File: config.mk
export PLATFORM = sky130hd
export DESIGN_NAME = uart_tx_ctrl
export DESIGN_NICKNAME = d
export VERILOG_FILES = /design/src/rtl/uart_ctrl_pkg.sv /design/src/rtl/sync_fifo.sv /design/src/rtl/uart_tx_ctrl.sv
export SDC_FILE = /design/constraint.sdc
export NUM_CORES = 1
export LEC_CHECK = 0
export CORE_UTILIZATION = 25
export DETAILED_ROUTE_END_ITERATION = 6
export PLACE_DENSITY_LB_ADDON = 0.15
export SKIP_LAST_GASP = 1
export SYNTH_ARGS = -nofsm -noshare
export SYNTH_HDL_FRONTEND = slang
export SYNTH_HIERARCHICAL = 1
export SYNTH_SLANG_ARGS = --single-unit
File: constraint.sdc
create_clock -name clk_i -period 5.3 [get_ports clk_i]
set_clock_uncertainty 0.15 [all_clocks]
set_input_delay 1.325 -clock clk_i [delete_from_list [all_inputs] [get_ports clk_i]]
set_output_delay 1.325 -clock clk_i [all_outputs]
set_load 0.02 [all_outputs]
File: src/rtl/uart_ctrl_pkg.sv
// rtl/uart_ctrl_pkg.sv - shared types and register map for the UART transmit controller
package uart_ctrl_pkg;

    typedef enum logic [1:0] {
        ST_IDLE  = 2'd0,
        ST_LOAD  = 2'd1,
        ST_START = 2'd2,
        ST_BUSY  = 2'd3
    } state_t;

    // Register selects, compared against addr_i[3:2]
    localparam logic [1:0] REG_TXDATA = 2'd0;
    localparam logic [1:0] REG_STATUS = 2'd1;
    localparam logic [1:0] REG_CTRL   = 2'd2;

    localparam int STAT_BUSY  = 0;
    localparam int STAT_FULL  = 1;
    localparam int STAT_EMPTY = 2;
    localparam int STAT_OVF   = 3;
    localparam int STAT_COUNT = 8;

    localparam int CTRL_IRQ_EN  = 0;
    localparam int CTRL_OVF_CLR = 1;

endpackage

File: src/rtl/sync_fifo.sv
// rtl/sync_fifo.sv - single-clock FIFO with combinational head and occupancy count
module sync_fifo #(
    parameter  int WIDTH = 8,
    parameter  int DEPTH = 8,
    localparam int PW    = $clog2(DEPTH),
    localparam int CW    = PW + 1
) (
    input  logic             clk_i,
    input  logic             rst_i,
    input  logic             push,
    input  logic             pop,
    input  logic [WIDTH-1:0] din,
    output logic [WIDTH-1:0] dout,
    output logic             full,
    output logic             empty,
    output logic [CW-1:0]    count
);

    logic [WIDTH-1:0] r_mem [DEPTH];
    logic [PW-1:0]    r_wr_ptr;
    logic [PW-1:0]    r_rd_ptr;
    logic [CW-1:0]    r_count;
    logic             w_pop;
    logic             w_push;

    assign empty  = (r_count == '0);
    assign full   = (r_count == CW'(DEPTH));
    assign count  = r_count;
    assign dout   = r_mem[r_rd_ptr];
    assign w_pop  = pop & ~empty;
    // A full FIFO still accepts a push when the head leaves in the same cycle
    assign w_push = push & (~full | w_pop);

    always_ff @(posedge clk_i) begin
        if (w_push) begin
            r_mem[r_wr_ptr] <= din;
        end
    end

    always_ff @(posedge clk_i or negedge rst_i) begin
        if (!rst_i) begin
            r_wr_ptr <= '0;
            r_rd_ptr <= '0;
            r_count  <= '0;
        end else begin
            if (w_push) begin
                r_wr_ptr <= r_wr_ptr + 1'b1;
            end
            if (w_pop) begin
                r_rd_ptr <= r_rd_ptr + 1'b1;
            end
            case ({w_push, w_pop})
                2'b10:   r_count <= r_count + 1'b1;
                2'b01:   r_count <= r_count - 1'b1;
                default: r_count <= r_count;
            endcase
        end
    end

endmodule

File: src/rtl/uart_tx_ctrl.sv
// rtl/uart_tx_ctrl.sv - bus-mapped TX controller: FIFO, register decode and uart_tx sequencer
module uart_tx_ctrl
    import uart_ctrl_pkg::*;
#(
    parameter int DW         = 32,
    parameter int DW_UART    = 8,
    parameter int FIFO_DEPTH = 8
) (
    input  logic               clk_i,
    input  logic               rst_i,
    input  logic               cs,
    input  logic               we,
    input  logic [3:0]         addr_i,
    input  logic [DW-1:0]      wdata_i,
    output logic [DW-1:0]      rdata_o,
    output logic [DW_UART-1:0] data_o,
    output logic               byte_ready,
    output logic               t_byte,
    input  logic               done_uart,
    output logic               intr_o
);

    localparam int CW = $clog2(FIFO_DEPTH) + 1;

    state_t             r_state;
    logic [DW_UART-1:0] r_hold;
    logic               r_byte_ready;
    logic               r_t_byte;
    logic               r_ovf;
    logic               r_irq_en;
    logic [DW-1:0]      r_rdata;

    logic [1:0]         w_sel;
    logic               w_push;
    logic               w_pop;
    logic               w_ctrl_wr;
    logic               w_ovf_set;
    logic               w_full;
    logic               w_empty;
    logic [CW-1:0]      w_count;
    logic [DW_UART-1:0] w_head;
    logic [DW-1:0]      w_status;
    logic [DW-1:0]      w_rd_mux;
    logic               w_unused_bits;

    assign w_sel     = addr_i[3:2];
    assign w_push    = cs & we & (w_sel == REG_TXDATA);
    assign w_ctrl_wr = cs & we & (w_sel == REG_CTRL);
    // The head leaves the FIFO on IDLE->LOAD and on BUSY->LOAD
    assign w_pop     = ~w_empty & ((r_state == ST_IDLE) | ((r_state == ST_BUSY) & done_uart));
    assign w_ovf_set = w_push & w_full & ~w_pop;
    assign w_unused_bits = ^{addr_i[1:0], wdata_i[DW-1:DW_UART]};

    sync_fifo #(
        .WIDTH (DW_UART),
        .DEPTH (FIFO_DEPTH)
    ) u_fifo (
        .clk_i (clk_i),
        .rst_i (rst_i),
        .push  (w_push),
        .pop   (w_pop),
        .din   (wdata_i[DW_UART-1:0]),
        .dout  (w_head),
        .full  (w_full),
        .empty (w_empty),
        .count (w_count)
    );

    always_comb begin
        w_status                   = '0;
        w_status[STAT_BUSY]        = (r_state != ST_IDLE);
        w_status[STAT_FULL]        = w_full;
        w_status[STAT_EMPTY]       = w_empty;
        w_status[STAT_OVF]         = r_ovf;
        w_status[STAT_COUNT +: CW] = w_count;
    end

    always_comb begin
        w_rd_mux = '0;
        case (w_sel)
            REG_STATUS: w_rd_mux = w_status;
            REG_CTRL:   w_rd_mux[CTRL_IRQ_EN] = r_irq_en;
            default:    w_rd_mux = '0;
        endcase
    end

    always_ff @(posedge clk_i or negedge rst_i) begin
        if (!rst_i) begin
            r_state      <= ST_IDLE;
            r_hold       <= '0;
            r_byte_ready <= 1'b0;
            r_t_byte     <= 1'b0;
        end else begin
            r_byte_ready <= 1'b0;
            r_t_byte     <= 1'b0;
            if (w_pop) begin
                r_hold <= w_head;
            end
            case (r_state)
                ST_IDLE: begin
                    if (!w_empty) begin
                        r_state      <= ST_LOAD;
                        r_byte_ready <= 1'b1;
                    end
                end
                ST_LOAD: begin
                    r_state  <= ST_START;
                    r_t_byte <= 1'b1;
                end
                ST_START: begin
                    r_state <= ST_BUSY;
                end
                ST_BUSY: begin
                    if (done_uart) begin
                        if (!w_empty) begin
                            r_state      <= ST_LOAD;
                            r_byte_ready <= 1'b1;
                        end else begin
                            r_state <= ST_IDLE;
                        end
                    end
                end
                default: r_state <= ST_IDLE;
            endcase
        end
    end

    always_ff @(posedge clk_i or negedge rst_i) begin
        if (!rst_i) begin
            r_ovf    <= 1'b0;
            r_irq_en <= 1'b0;
            r_rdata  <= '0;
        end else begin
            // A dropped byte wins over a clear written in the same cycle
            if (w_ovf_set) begin
                r_ovf <= 1'b1;
            end else if (w_ctrl_wr && wdata_i[CTRL_OVF_CLR]) begin
                r_ovf <= 1'b0;
            end
            if (w_ctrl_wr) begin
                r_irq_en <= wdata_i[CTRL_IRQ_EN];
            end
            if (cs && !we) begin
                r_rdata <= w_rd_mux;
            end
        end
    end

    assign rdata_o    = r_rdata;
    assign data_o     = r_hold;
    assign byte_ready = r_byte_ready;
    assign t_byte     = r_t_byte;
    assign intr_o     = r_irq_en & w_empty & (r_state == ST_IDLE);

endmodule

==> results of run 1 <==
-- placed cells by master, fill, tap and decap left out, types with 2 or more instances in the layout --
cell type        synthesis  layout
buf_4                   24       7
xnor2_1                  4       4
mux2_4                  10      10
clkbuf_16                0       9
conb_1                   1      24
clkinv_4                 0       3
or2_2                    2       2
mux4_1                   9       9
xor2_1                   3       3
nand2_1                 22      22
clkdlybuf4s50_1          0      32
mux4_2                   7       7
and3_1                   2       2
dfrtp_1                 32      32
nor2_1                  10      10
or3_1                    2       2
mux2i_1                  2       2
nand3_1                  3       3
nor3_2                   0       2
nand2b_1                 7       7
ha_1                    11      11
edfxtp_1                64      64
inv_1                   11      11
mux2_2                  12      12
o21ai_0                 10      10
-- how the worst max path moves through the flow --
| stage | slack [ns] | depth (start not counted) | to |
|---|---|---|---|
| global placement | 1.12 | 11 | u_fifo/count[3]$_DFFE_PN0P_ |
| global route | 1.32 | 5 | intr_o |
| detailed placement | 1.14 | 11 | u_fifo/count[3]$_DFFE_PN0P_ |
| finish | 1.42 | 5 | intr_o |
| floorplan | 1.91 | 10 | u_fifo/count[3]$_DFFE_PN0P_ |
| CTS | 1.37 | 5 | intr_o |
-- cell families (layout without fill, tap and decap cells) --
group                    count (synthesis)  after routing  share of synthesized area
AO/OA/AOI/OAI                           20             20                     0.0348
XOR/XNOR                                 7              7                     0.0141
adder cells (fa/ha/maj)                 12             12                     0.0362
buffers and inverters                   43             67                     0.0658
flip-flops                              96             96                      0.625
multiplexers                            40             40                      0.161
other                                    1             24                   0.000861
AND/OR/NAND/NOR                         55             55                     0.0624
-- sequential cells by signal, indices dropped and copies added, names as in the netlist, 2 cells and up --
| name | count |
|---|---|
| u_fifo/r_wr_ptr | 3 |
| u_fifo/r_mem | 64 |
| rdata_o | 8 |
| u_fifo/count | 4 |
| data_o | 8 |
| r_state | 2 |
| u_fifo/r_rd_ptr | 3 |
-- area by class of cell --
cell class,instances,area [um^2],share of cell area
Multi-Input combinational cell,158,1440,0.279
Tap cell,220,275,0.0533
Sequential cell,96,2720,0.527
Timing Repair Buffer,40,378,0.0732
Clock buffer,10,229,0.0443
Inverter,11,41.3,0.00800
Clock inverter,6,76.3,0.0148
-- worst register-to-register path, cell delays in order (launching register included) --
cell      delay (ns)
dfrtp_1         0.41
or3_1           0.33
nor2_1          0.08
buf_4           0.18
nor2_8          0.36
o21ai_2         0.17
or2_2           0.32
inv_1           0.08
ha_1            0.25
or2_2           0.29
nand3_1         0.11
mux2_2          0.33
nand3b_1        0.08
-- metrics by stage --
stage	hold slack [ns]	cell area, um^2
after floorplan	0.329	4440
after global placement	0.317	4860
after detailed placement	0.323	4860
after CTS	0.340	5160
after global routing	0.367	5160
final	0.330	5160
-- routing by layer --
metal,GRT usage,vias up,part of all wire
li1,-,1047,-
met1,0.126,1106,0.48
met2,0.148,52,0.46
met3,0.0268,11,0.041
met4,0.0436,0,0.016
met5,0,-,0
-- power breakdown --
part / internal (mW) / total, mW / switching [mW]
clock: 0.374 / 0.670 / 0.296
combinational: 0.518 / 0.900 / 0.382
sequential: 0.912 / 1.08 / 0.168
==> run_results.csv, run 1 <==
group,metric,value,unit
min_path,hold_class,"flop to flop",
floorplanning,start_util,0.259,
grt,grt_max_degree,33,
placement,hpwl,5290,um
logic_synthesis,synth_area,4350,um^2
critical_path,path_buf_inv,2,
clock_network,root_buffer,"clkbuf_16",
timing,finalCritPeriodShare,0.732,
critical_path,regToRegStartpoint,"u_fifo/count[0]$_DFFE_PN0P_",
outcome,status,"completed",
timing,fmax,258,MHz
critical_path,arrival,2.40,ns
placement,io_buffers,33,
logic_synthesis,synth_ff_type,"edfxtp_1",
logic_synthesis,synth_cell_type_count,43,
routing,drc,0,
floorplanning,die_area,17900,um^2
routing,drt_wl_total,8030,um
critical_path,crit_fanout,8,
grt,first_global_vias,2143,
critical_path,start_kind,"flop",
routing,num_vias,2216,
logic_synthesis,yosys-top-cells-area,"edfxtp_1, dfrtp_1, mux4_1, buf_4, mux4_2",
timing,slew_violations,0,
min_path,min_from,"rdata_o[2]$_DFFE_PN0P_",
clock_network,cts_buffers,9,
routing,drt_first_pass_iters,4,
timing,worstMarginPinSlew,1.11,ns
clock_network,path_clk_slew,0.07,ns
min_path,min_to,"rdata_o[2]$_DFFE_PN0P_",
layout,instances_no_fill,541,
floorplanning,dieWidth,134,um
logic_synthesis,synth.avg_cell_area,15.9,um^2
critical_path,rrSetupSlack,2.09,ns
layout,fin_util,0.307,
min_path,min_delay_path_depth,2,
logic_synthesis,synth_edf_count,64,
power,ir_drop,0.170,mV
timing,setup_violations,0,
critical_path,reg2reg_to,"u_fifo/count[3]$_DFFE_PN0P_",
placement,dp_slack,1.14,ns
logic_synthesis,yosysMostFrequentCell,"edfxtp_1",
layout,antenna_cells,0,
timing,relSlewSlack,0.261,
grt,grt_pass1_wl,12500,um
timing,period_needed,3.88,ns
grt,antenna_found_initial,0,
logic_synthesis,synth.top_cell.area_share,0.441,
logic_synthesis,syn_inst,274,
placement,place_congestion,0.632,
critical_path,cp-startpoint,"u_fifo/count[1]$_DFFE_PN0P_",
timing,rsz0062_at_grt,"no",
critical_path,rr_worst_depth,12,
routing,drt_iter0_drc,116,
logic_synthesis,synth_seq_cells,96,
routing,wl_per_cell,14.8,um
logic_synthesis,synth_top_cells_by_count,"edfxtp_1, dfrtp_1, buf_4",
clock_network,cts_tree,"done",
critical_path,worstSetupEndpointType,"output pin",
layout,drive_gt1_frac,0.193,
floorplanning,die_y,134,um
clock_network,cts_setup_buffers,0,
grt,overflow,0,
layout,areaGrowthSynthToFinish,18.6,%
critical_path,slowest_stage,"clkdlybuf4s50_1",
layout,fillers,1698,
clock_network,cts_hold_buf,0,
floorplanning,core,16800,um^2
power,p_leak,1.95,nW
critical_path,critPathTopFamily,"simple AND/OR/NAND/NOR gates",
timing,finalHoldViolCount,0,
clock_network,clock-sinks,96,
logic_synthesis,yosysSeqAreaShare,0.625,
clock_network,clock_latency,0.35,ns
placement,dp_cells,525,
power,powerDensity,513,nW/um^2
floorplanning,rows,47,
critical_path,cpPeakStageDelay,0.60,ns
grt,grt_usage,0.0965,
job,max_cap_violations,0,
critical_path,crit_type,"flop to output pin",
clock_network,cts_buffer_depth,2,
timing,worst_slack,1.42,ns
timing,fin_setup_tns,0,ns
logic_synthesis,synthArstFlopShare,0.333,
floorplanning,num_io_pins,84,
routing,ant_nets,0,
clock_network,htreeDepth,3,
critical_path,required,3.83,ns
power,power,2.65,mW
clock_network,cts_resized,0,
layout,nets,369,
logic_synthesis,synth_top_area_cell,"edfxtp_1",
routing,via_per_inst,4.10,
critical_path,crit_chain,"or3_1 > nor2_1 > buf_4 > and3_1 > clkdlybuf4s50_1",
logic_synthesis,yosysWarnings,6,
No activity file was read; power rests on OpenSTA's default activity.
==> run 2, diff against run 1 <==
- clock period: 5.3 -> 3.99 ns (I/O delays scaled with it)
==> run 2 against run 1 <==
Compared with the run above:
- first-iteration DRC count is 20% lower
- global-route usage increased by 0.20 points
- critical path depth is the same
- total power is 31% higher
- sequential power increased by 28%
- largest cell class unchanged
==> run_results.csv, run 2 (synthesis gave the netlist of run 1 again) <==
group,metric,value,unit
outcome,status,"completed",
critical_path,cp-startpoint,"u_fifo/count[1]$_DFFE_PN0P_",
clock_network,clock_latency,0.35,ns
critical_path,regToRegStartpoint,"u_fifo/count[1]$_DFFE_PN0P_",
clock_network,path_clk_slew,0.07,ns
critical_path,slowest_stage,"clkdlybuf4s50_1",
layout,antenna_cells,0,
clock_network,cts_hold_buf,0,
clock_network,clock-sinks,96,
grt,first_global_vias,2230,
critical_path,cpPeakStageDelay,0.60,ns
routing,drc,0,
timing,fmax,282,MHz
timing,slew_violations,0,
layout,drive_gt1_frac,0.207,
critical_path,crit_type,"flop to output pin",
layout,largest_register_ffs,64,
power,powerDensity,670,nW/um^2
critical_path,path_buf_inv,2,
clock_network,cts_resized,0,
layout,layout_commonest_cell,"edfxtp_1",
layout,nets,377,
timing,relSlewSlack,0.448,
floorplanning,dieWidth,134,um
routing,wl_per_cell,14.8,um
grt,grt_pass1_wl,12800,um
placement,hpwl,5310,um
timing,finalHoldViolCount,0,
timing,worstMarginPinSlew,0.827,ns
routing,num_vias,2207,
clock_network,cts_buffers,9,
layout,fillers,1705,
critical_path,rr_worst_depth,12,
grt,grt_usage,0.0984,
layout,top_register,"u_fifo/r_mem",
placement,dp_cells,533,
floorplanning,core,16800,um^2
critical_path,critPathTopFamily,"simple AND/OR/NAND/NOR gates",
critical_path,crit_fanout,8,
routing,drt_iter0_drc,93,
critical_path,crit_chain,"or3_1 > nor2_1 > buf_4 > and3_1 > clkdlybuf4s50_1",
min_path,min_delay_path_depth,2,
clock_network,cts_buffer_depth,2,
clock_network,root_buffer,"clkbuf_16",
floorplanning,rows,47,
power,power,3.48,mW
clock_network,cts_tree,"done",
critical_path,cp.depth,5,
timing,setup_violations,0,
placement,place_congestion,0.675,
floorplanning,die_area,17900,um^2
layout,multi_input_area,1430,um^2
routing,ant_nets,0,
critical_path,reg2reg_to,"u_fifo/count[3]$_DFFE_PN0P_",
job,max_cap_violations,0,
placement,io_buffers,33,
min_path,hold_class,"flop to flop",
grt,grt_max_degree,33,
grt,antenna_found_initial,0,
floorplanning,num_io_pins,84,
routing,via_per_inst,4.02,
critical_path,crit_path_end,"intr_o",
grt,overflow,0,
floorplanning,start_util,0.259,
critical_path,rrSetupSlack,1.03,ns
power,p_leak,1.98,nW
critical_path,required,2.84,ns
layout,layout_common_cells,"edfxtp_1, dfrtp_1, clkdlybuf4s50_1",
floorplanning,die_y,134,um
critical_path,arrival,2.40,ns
layout,instances_no_fill,549,
power,ir_drop,0.226,mV
critical_path,worstSetupEndpointType,"output pin",
clock_network,cts_setup_buffers,0,
placement,place_area,4910,um^2
layout,register_area,2720,um^2
timing,fin_setup_tns,0,ns
routing,drt_first_pass_iters,4,
layout,areaGrowthSynthToFinish,19.2,%
timing,finalCritPeriodShare,0.889,
clock_network,htreeDepth,3,
timing,rsz0062_at_grt,"no",
timing,period_needed,3.55,ns
critical_path,start_kind,"flop",
layout,stdcell_area,5190,um^2
routing,drt_wl_total,8100,um
==> run 2: cell count changes in the layout (fill, tap and decap cells not counted) <==
cell	change
buf_4	+8
bufinv_16	-1
clkbuf_1	-1
clkbuf_8	+1
clkinv_1	+1
clkinv_2	+1
clkinv_4	-1
clkinvlp_4	+1
inv_8	-1
nor3_1	+2
nor3_2	-2
==> run 2: tightest hold or removal path, delay by kind of cell (launching register included) <==
kind            cells  cell delay (ns)
compound gates      1             0.06
simple gates        1             0.04
flops               1             0.34
==> run 2: layout make-up <==
class	instances	area share
clock buffers	10	0.0460
multi-input cells	158	0.276
well taps	220	0.0530
clock inverters	6	0.00820
repair buffers	48	0.0844
inverters	11	0.00796
flip-flops and latches	96	0.525
==> run 2: per-layer routing <==
layer,track usage,wire [um],vias up
met2,0.152,3820,49
met5,0,0,-
met1,0.128,3860,1087
met3,0.0295,309,9
li1,-,-,1062
met4,0.0417,116,0
==> run 2: worst min path at each step <==
stage                                  from                       to
floorplan                 r_ovf$_DFFE_PN0P_        r_ovf$_DFFE_PN0P_
global placement    rdata_o[10]$_DFFE_PN0P_  rdata_o[10]$_DFFE_PN0P_
detailed placement   rdata_o[1]$_DFFE_PN0P_   rdata_o[1]$_DFFE_PN0P_
CTS                  rdata_o[1]$_DFFE_PN0P_   rdata_o[1]$_DFFE_PN0P_
global route         rdata_o[8]$_DFFE_PN0P_   rdata_o[8]$_DFFE_PN0P_
finish               rdata_o[1]$_DFFE_PN0P_   rdata_o[1]$_DFFE_PN0P_
==> run 2: per-stage QoR <==
step	hold WS, ns	worst slack (ns)	util
after floorplan	0.329	0.927	-
after global placement	0.312	0.406	0.292
after detailed placement	0.323	0.384	0.292
after CTS	0.339	0.403	0.309
after global routing	0.358	0.314	0.309
final	0.331	0.444	0.309
==> run 2: where the power goes <==
| group | total [mW] | switching [mW] | leakage [nW] | internal (mW) |
|---|---|---|---|---|
| Combinational | 1.28 | 0.565 | 0.867 | 0.714 |
| Sequential | 1.38 | 0.169 | 0.974 | 1.21 |
| Clock | 0.816 | 0.375 | 0.136 | 0.441 |
==> patch, RTL diff (config.mk and constraints of run 2) <==
The 4 states of `state_t` get a Gray code encoding in 2 bits.
--- a/src/rtl/uart_ctrl_pkg.sv
+++ b/src/rtl/uart_ctrl_pkg.sv
@@ -3,8 +3,8 @@
 
     typedef enum logic [1:0] {
-        ST_IDLE  = 2'd0,
-        ST_LOAD  = 2'd1,
-        ST_START = 2'd2,
-        ST_BUSY  = 2'd3
+        ST_IDLE  = 2'b00,
+        ST_LOAD  = 2'b01,
+        ST_START = 2'b11,
+        ST_BUSY  = 2'b10
     } state_t;
 
Check against the original RTL: no difference found for any inputs over 10 cycles, from zero or initial values and one cycle with rst_i low; not proved beyond that.
==> patch against run 2 <==
  * Power down 2.5%
  * Wire length is 1.3% higher
  * Hold slack improved by 0.00074 ns
  * Register-to-register slack got worse by 0.22 ns
  * Clock power rose by 8.5%
  * Worst setup slack got worse by 0.19 ns
  * Synthesized area down 2.2%
  * Global-route usage up 0.46 points
  * Cell area fell by 2.2%
  * Maximum frequency fell by 5.2%
  * Sequential cell count stayed put
  * First-iteration DRC count shrank 37%
==> patch: results (changes against run 2) <==
- Final critical-path share of the clock period: 0.937 (was 0.889)
- Placed cell areas: 4780 um2 (was 4910 um2)
- Post-Place Cells: 518 (was 533)
- Detailed placement HPWL: 5310 um (about the same)
- Dpl ws: 0.263 ns (was 0.384 ns)
- Met3 Usage GRT: 0.0299 (was 0.0295)
- WL per Instance: 15.4 um (was 14.8 um)
- P_sw: 1.05 mW (was 1.11 mW)
- Status: finished, final reports clean (unchanged)
- Commonest cells post-synth: 64 x edfxtp_1, 32 x dfrtp_1, 24 x buf_4 (unchanged)
- Register area share after synthesis: 0.639 (was 0.625)
- WP data arrival: 2.59 ns (was 2.40 ns)
- Met1 Track Usage GR: 0.135 (was 0.128)
- Worst hold path startpoint: rdata_o[9] (was rdata_o[1])
- Initial detailed-routing violation count: 59 (was 93)
- Yosys cell types: 40 (was 43)
- DR vias: 2,122 (was 2,207)
- Synth Area in XOR/XNOR: 0.0144 (was 0.0141)
- Synth Area in Adders: 0.0253 (was 0.0362)
- GRT Util Overall: 0.103 (was 0.0984)
- Slew HR: 0.442 (was 0.448)
- First-pass GRT wire length: 13,000 um (was 12,800 um)
- GRT met2 Usage: 0.156 (was 0.152)
- Post-Syn Instances: 264 (was 274)
- Mux cell area share after synthesis: 0.163 (was 0.161)
- Layout Nets: 358 (was 377)
-- patch: cell types whose count changed in the layout (fill, tap and decap cells not counted), moves of 2 or more --
cell      before  now
nand2_1       22   20
a21oi_1        1    3
clkinv_4       2    0
ha_1          11    7
nand2b_1       7    5
buf_4         15   12
inv_1         11    8
-- patch: power by group through the flow --
stage               clock, mW  sequential (mW)  combinational (mW)
floorplan                   0             1.39               0.860
global placement            0             1.45                1.11
detailed placement          0             1.45                1.11
CTS                     0.920             1.42                1.12
global route            0.956             1.45                1.19
finish                  0.885             1.41                1.09
-- patch: cell type report --
class / instances / area [um2]
Clock inverter: 7 / 76.3
Inverter: 8 / 30.0
Tap cell: 220 / 275
Sequential cell: 96 / 2720
Timing Repair Buffer: 45 / 415
Fill cell: 1635 / 11500
Clock buffer: 9 / 225
Multi-Input combinational cell: 149 / 1330
-- patch: routing by layer --
metal  part of all wire  vias to the layer above
li1                   -                     1015
met1               0.48                     1024
met2               0.46                       68
met3              0.041                       15
met4              0.020                        0
met5                  0                        -
